### src/rtl/pll_rst_pkg.sv
// Shared types and defaults for the PLL lock / reset release sequencer.
package pll_rst_pkg;

  // Sequencer states, in release order.
  typedef enum logic [2:0] {
    WAIT_LOCK,
    STABLE,
    REL_CORE,
    REL_VIDEO,
    RUN
  } state_t;

  // Default lock-stable window and gap between successive reset releases.
  localparam int STABLE_CYCLES_DEF = 1024;
  localparam int GAP_CYCLES_DEF    = 16;

endpackage

### src/rtl/sync_bit.sv
// Single-bit multi-flop synchronizer with synchronous reset to 0.
// Reused wherever a level crosses into a PLL-generated clock domain.
module sync_bit #(
  parameter int SYNC_STAGES = 2
) (
  input  logic clk,
  input  logic rst,
  input  logic d,
  output logic q
);

  logic [SYNC_STAGES-1:0] sync_p;

  // Shift the asynchronous level through the flop chain.
  always_ff @(posedge clk) begin
    if (rst) sync_p <= '0;
    else     sync_p <= {sync_p[SYNC_STAGES-2:0], d};
  end

  assign q = sync_p[SYNC_STAGES-1];

endmodule

### src/rtl/pll_lock_reset_seq.sv
// PLL lock qualification and ordered reset release (core, video, audio).
// Optional saturating lock-loss counter enabled by PLL_LOCK_LOSS_COUNT_EN.
module pll_lock_reset_seq
  import pll_rst_pkg::*;
#(
  parameter int SYNC_STAGES   = 2,
  parameter int STABLE_CYCLES = STABLE_CYCLES_DEF,
  parameter int GAP_CYCLES    = GAP_CYCLES_DEF,
  parameter int CNT_W         = 16
`ifdef PLL_LOCK_LOSS_COUNT_EN
  ,
  parameter int LOSS_W        = 8
`endif
) (
  input  logic clk,
  input  logic rst,
  input  logic pll_locked_async,
  input  logic reset_req,
  output logic rst_core_out,
  output logic rst_video_out,
  output logic rst_audio_out,
  output logic ready,
  output logic lock_lost_pulse
`ifdef PLL_LOCK_LOSS_COUNT_EN
  ,
  output logic [LOSS_W-1:0] loss_count
`endif
);

  localparam logic [CNT_W-1:0] STABLE_LOAD = CNT_W'(STABLE_CYCLES - 1);
  localparam logic [CNT_W-1:0] GAP_LOAD    = CNT_W'(GAP_CYCLES - 1);

  logic             locked_s;
  logic             go;
  logic             abort;
  state_t           state, state_n;
  logic [CNT_W-1:0] cnt, cnt_n;
  logic             core_n, video_n, audio_n, pulse_n;

  sync_bit #(.SYNC_STAGES(SYNC_STAGES)) u_sync (
    .clk (clk),
    .rst (rst),
    .d   (pll_locked_async),
    .q   (locked_s)
  );

  assign go = locked_s & ~reset_req;

  // Once any reset has been released, losing go drops everything at once.
  assign abort = ~go & ((state == REL_CORE) | (state == REL_VIDEO) | (state == RUN));

  // State, counter and all outputs are registered together.
  always_ff @(posedge clk) begin
    if (rst) begin
      state           <= WAIT_LOCK;
      cnt             <= '0;
      rst_core_out    <= 1'b1;
      rst_video_out   <= 1'b1;
      rst_audio_out   <= 1'b1;
      ready           <= 1'b0;
      lock_lost_pulse <= 1'b0;
    end else begin
      state           <= state_n;
      cnt             <= cnt_n;
      rst_core_out    <= core_n;
      rst_video_out   <= video_n;
      rst_audio_out   <= audio_n;
      ready           <= ~audio_n;
      lock_lost_pulse <= pulse_n;
    end
  end

  // Next state, counter and reset levels; any drop of lock in STABLE
  // restarts the full window because WAIT_LOCK reloads the counter.
  always_comb begin
    state_n = state;
    cnt_n   = cnt;
    core_n  = rst_core_out;
    video_n = rst_video_out;
    audio_n = rst_audio_out;
    pulse_n = 1'b0;
    if (abort) begin
      state_n = WAIT_LOCK;
      cnt_n   = '0;
      core_n  = 1'b1;
      video_n = 1'b1;
      audio_n = 1'b1;
      pulse_n = ~locked_s;
    end else begin
      case (state)
        WAIT_LOCK: begin
          core_n  = 1'b1;
          video_n = 1'b1;
          audio_n = 1'b1;
          if (go) begin
            state_n = STABLE;
            cnt_n   = STABLE_LOAD;
          end
        end
        STABLE: begin
          if (!go) begin
            state_n = WAIT_LOCK;
          end else if (cnt == '0) begin
            state_n = REL_CORE;
            cnt_n   = GAP_LOAD;
            core_n  = 1'b0;
          end else begin
            cnt_n = cnt - CNT_W'(1);
          end
        end
        REL_CORE: begin
          if (cnt == '0) begin
            state_n = REL_VIDEO;
            cnt_n   = GAP_LOAD;
            video_n = 1'b0;
          end else begin
            cnt_n = cnt - CNT_W'(1);
          end
        end
        REL_VIDEO: begin
          if (cnt == '0) begin
            state_n = RUN;
            audio_n = 1'b0;
          end else begin
            cnt_n = cnt - CNT_W'(1);
          end
        end
        RUN: begin
          state_n = RUN;
        end
        default: begin
          state_n = WAIT_LOCK;
          cnt_n   = '0;
          core_n  = 1'b1;
          video_n = 1'b1;
          audio_n = 1'b1;
        end
      endcase
    end
  end

`ifdef PLL_LOCK_LOSS_COUNT_EN
  // Saturating count of lock-loss pulses; only rst clears it.
  always_ff @(posedge clk) begin
    if (rst)                                       loss_count <= '0;
    else if (lock_lost_pulse && (loss_count != '1)) loss_count <= loss_count + LOSS_W'(1);
  end
`endif

endmodule

### config.mk
export PLATFORM = sky130hd
export DESIGN_NAME = pll_lock_reset_seq
export DESIGN_NICKNAME = d
export VERILOG_FILES = /design/src/rtl/pll_rst_pkg.sv /design/src/rtl/sync_bit.sv /design/src/rtl/pll_lock_reset_seq.sv
export SDC_FILE = /design/constraint.sdc
export NUM_CORES = 1
export LEC_CHECK = 0
export BUFFER_PORTS_ARGS = -buffer_cell sky130_fd_sc_hd__buf_2
export CAP_MARGIN = 20
export CORE_ASPECT_RATIO = 0.75
export CORE_MARGIN = 2
export CORE_UTILIZATION = 48
export CTS_CLUSTER_DIAMETER = 80
export DETAILED_ROUTE_END_ITERATION = 16
export PLACE_DENSITY_LB_ADDON = 0.1
export SYNTH_ARGS = -nofsm -noshare
export SYNTH_HDL_FRONTEND = slang
export SYNTH_SLANG_ARGS = --single-unit
### constraint.sdc
create_clock -name clk -period 7.31 [get_ports clk]
set_input_delay 1.462 -clock clk [delete_from_list [all_inputs] [get_ports clk]]
set_output_delay 1.462 -clock clk [all_outputs]
set_load 0.05 [all_outputs]
==> flow_summary.ini <==
[cts]
htreeDepth = 1
post_cts_buffers = 0
postCtsHoldBufs = 0
clock-root-buffer = clkbuf_8
cts_buffer_depth = 2
cts_sinks = 26
clk_latency_ns = 0.27
cts_resized = 0
clk_pin_slew_worst_paths_ns = 0.10
cts_tree = yes
cts_buffers = 3

[setup_path]
worst-path-stages = 6
criticalPathCategory = in -> reg
path_buf_inv = 1
worst_path_dominant_cell_family = compound AO/OA/AOI/OAI gates
crit_path_cell_trace = buf_2 > nand2b_1 > a31o_2 > a2111oi_1 > o21ai_0 > a31oi_1
cpPeakStageDelay_ns = 0.82
crit_required_ns = 7.52
worst_setup_path_start_kind = primary input
cp-end-kind = register
cp_max_fo = 6
cp.arrival_ns = 3.31
rr_worst_depth = 7
slowest_stage = a2111oi_1

[global_routing]
use_met2_pct = 33.65
grt_max_degree = 22
globalRouteMet1Util_pct = 31.69
grt_pass1_wl_mm = 6.382
grt_remaining_overflow = 0
grt_pass1_vias = 1279
grt.total_usage_pct = 21.68
grt-busiest-layer = met2
met3_usage_pct = 4.494
antenna_found_initial = 0

[route]
drtAntennaViolNets = 0
firstDrtPassIters = 4
drtIter0Drc = 149
vias_per_cell = 6.265
drc = 0
via_count = 1441
routed_wl_mm = 3.773
wl_per_cell_um = 16.40

[die]
rows = 17
io_pins = 9
initial_core_util_pct = 51.79
core_area_um2 = 3042
die_w_um = 70.15
die_area_um2 = 3761
die_h_um = 53.61

[placement]
placed_cell_area_um2 = 1617
pre_cts_ws_ns = 3.933
dp_hpwl_mm = 2.678
routabilityCongestion = 0.8443
io_buffers = 8

[min_path]
worstHoldPathType = reg -> reg
whs_path_depth = 1

[sta]
finalCriticalPeriod_ns = 3.106
finClkSkew_ns = 0.006196
slew_viol_final = 0
fin_ws_ns = 4.204
max_freq_mhz = 322.0
period_share_pct = 42.48
relSlewSlack_pct = 32.80
finalHoldViolCount = 0
setup_tns_ns = 0
rsz0062_at_grt = no
setup_violations = 0
worst_pin_slew_ns = 1.005

[finish]
antenna_cells = 0
layout.area.seq_um2 = 520.5
fillers = 293
syn_to_final_growth_pct = 6.116
layout.nets = 199
final_area_um2 = 1672
drive_gt1_share_pct = 13.54
multi_input_area_um2 = 970.9

[power_and_ir_drop]
ir_drop_mv = 0.1224
p_leak_nw = 0.6177
p_per_area_nw_per_um2 = 201.5

[synthesis]
synth_seq_area_share_pct = 33.04
synthesis.area_um2 = 1575
synth-seq-cells = 26
ys_types = 52
syn_nets = 195
synthCells = 189
ys_warn_count = 0
avgSynthCellArea_um2 = 8.335

[outcome]
outcome = complete, no violations

[run]
cap_violations = 0
==> synthesized netlist by cell type, drive strengths merged <==
master / n / area (um^2)
a2bb2oi: 2 / 17.52
xnor2: 3 / 26.28
a31o: 1 / 8.760
a221oi: 1 / 8.760
clkbuf: 4 / 15.01
or4b: 2 / 23.77
dfxtp: 26 / 520.5
xor2: 1 / 8.760
buf: 5 / 31.28
inv: 10 / 37.54
nor3b: 3 / 22.52
nor2b: 4 / 25.02
o22ai: 2 / 12.51
or3: 4 / 25.02
or2: 4 / 25.03
a22o: 1 / 8.760
o32ai: 2 / 17.52
o31a: 1 / 8.760
a31oi: 7 / 43.79
nor3: 6 / 30.03
o21a: 2 / 15.01
nand2: 13 / 48.80
nor2: 21 / 83.83
o221a: 1 / 11.26
o41ai: 2 / 36.29
a211oi: 5 / 37.54
or4: 7 / 63.81
a32oi: 1 / 8.760
nor4: 4 / 55.05
nor4b: 1 / 8.760
a211o: 4 / 35.03
nand3: 1 / 5.000
mux2i: 1 / 10.01
o21ai: 12 / 60.06
o31ai: 3 / 36.28
ha: 2 / 25.02
nand2b: 4 / 25.02
a21oi: 13 / 65.06
a221o: 1 / 10.01
nand3b: 1 / 7.510
a2111oi: 1 / 10.01
==> layout make-up <==
cell class	count	area share, %
flip-flops and latches	26	31.14
well taps	38	2.844
multi-input cells	144	58.08
repair buffers	8	2.395
inverters	10	2.246
clock buffers	4	3.293
==> worst reg2reg max path: stages (launching register included) <==
cell	delay [ns]
dfxtp_1	0.41
inv_1	0.11
ha_1	0.14
or4b_4	0.53
nor4_4	0.56
nor2_2	0.25
a211o_1	0.31
a221o_1	0.33
==> metrics by stage <==
stage	power, mW	instances	util (%)	hold slack [ns]
6_report	0.3368	230	54.96	0.4675
5_1_grt	0.3561	230	54.96	0.4876
4_1_cts	0.3383	230	54.96	0.4736
3_5_place_dp	0.2435	226	53.15	0.4552
3_3_place_gp	0.2413	226	53.15	0.4281
2_1_floorplan	0.2280	189	-	0.4138
==> state kept, by name, indices dropped and copies added, names as in the netlist <==
signal	cells
rst_audio_out	1
ready	1
u_sync.sync_p	2
lock_lost_pulse	1
rst_video_out	1
state	3
rst_core_out	1
cnt	16
==> kinds of logic (layout without fill, tap and decap cells) <==
family / after synthesis / after routing / synth area share (%)
AND/OR/NAND/NOR: 75 / 75 / 28.51
XOR/XNOR: 4 / 4 / 2.224
flip-flops: 26 / 26 / 33.04
buffers and inverters: 19 / 22 / 5.322
AO/OA/AOI/OAI: 62 / 62 / 28.67
adder cells (fa/ha/maj): 2 / 2 / 1.588
multiplexers: 1 / 1 / 0.6355
==> cell usage in the layout (no fill, tap or decap), drive strengths merged, types with 5 or more instances in the layout <==
cell type and n:
or4 7, a21oi 13, nor3 6, nand2 13, dfxtp 26, inv 10
a31oi 7, buf 8, a211oi 5, o21ai 12, nor2 21
==> power breakdown <==
part           total (mW)  internal (mW)  leakage, nW  switching [mW]
Combinational      0.0889         0.0365        0.378          0.0524
Sequential          0.153          0.146        0.211         0.00698
Clock              0.0950         0.0482       0.0288          0.0468
Total               0.337          0.231        0.618           0.106
==> layer usage <==
layer,part of all wire [%],vias to the layer above,wire [um]
li1,-,711,-
met1,52,679,1963
met2,42,49,1571
met3,5.9,2,224
met4,0.37,0,14
met5,0,-,0
==> final timing paths <==
kind,start,to,slack (ns)
max,reset_req,cnt[10]$_SDFFE_PP0P_,4.20
max reg2reg,cnt[0]$_SDFFE_PP0P_,cnt[7]$_SDFFE_PP0P_,4.55
min reg2reg,u_sync.sync_p[0]$_SDFF_PP0_,u_sync.sync_p[1]$_SDFF_PP0_,0.47
min,u_sync.sync_p[0]$_SDFF_PP0_,u_sync.sync_p[1]$_SDFF_PP0_,0.47
Note: power is estimated with default switching activity, not from simulation.
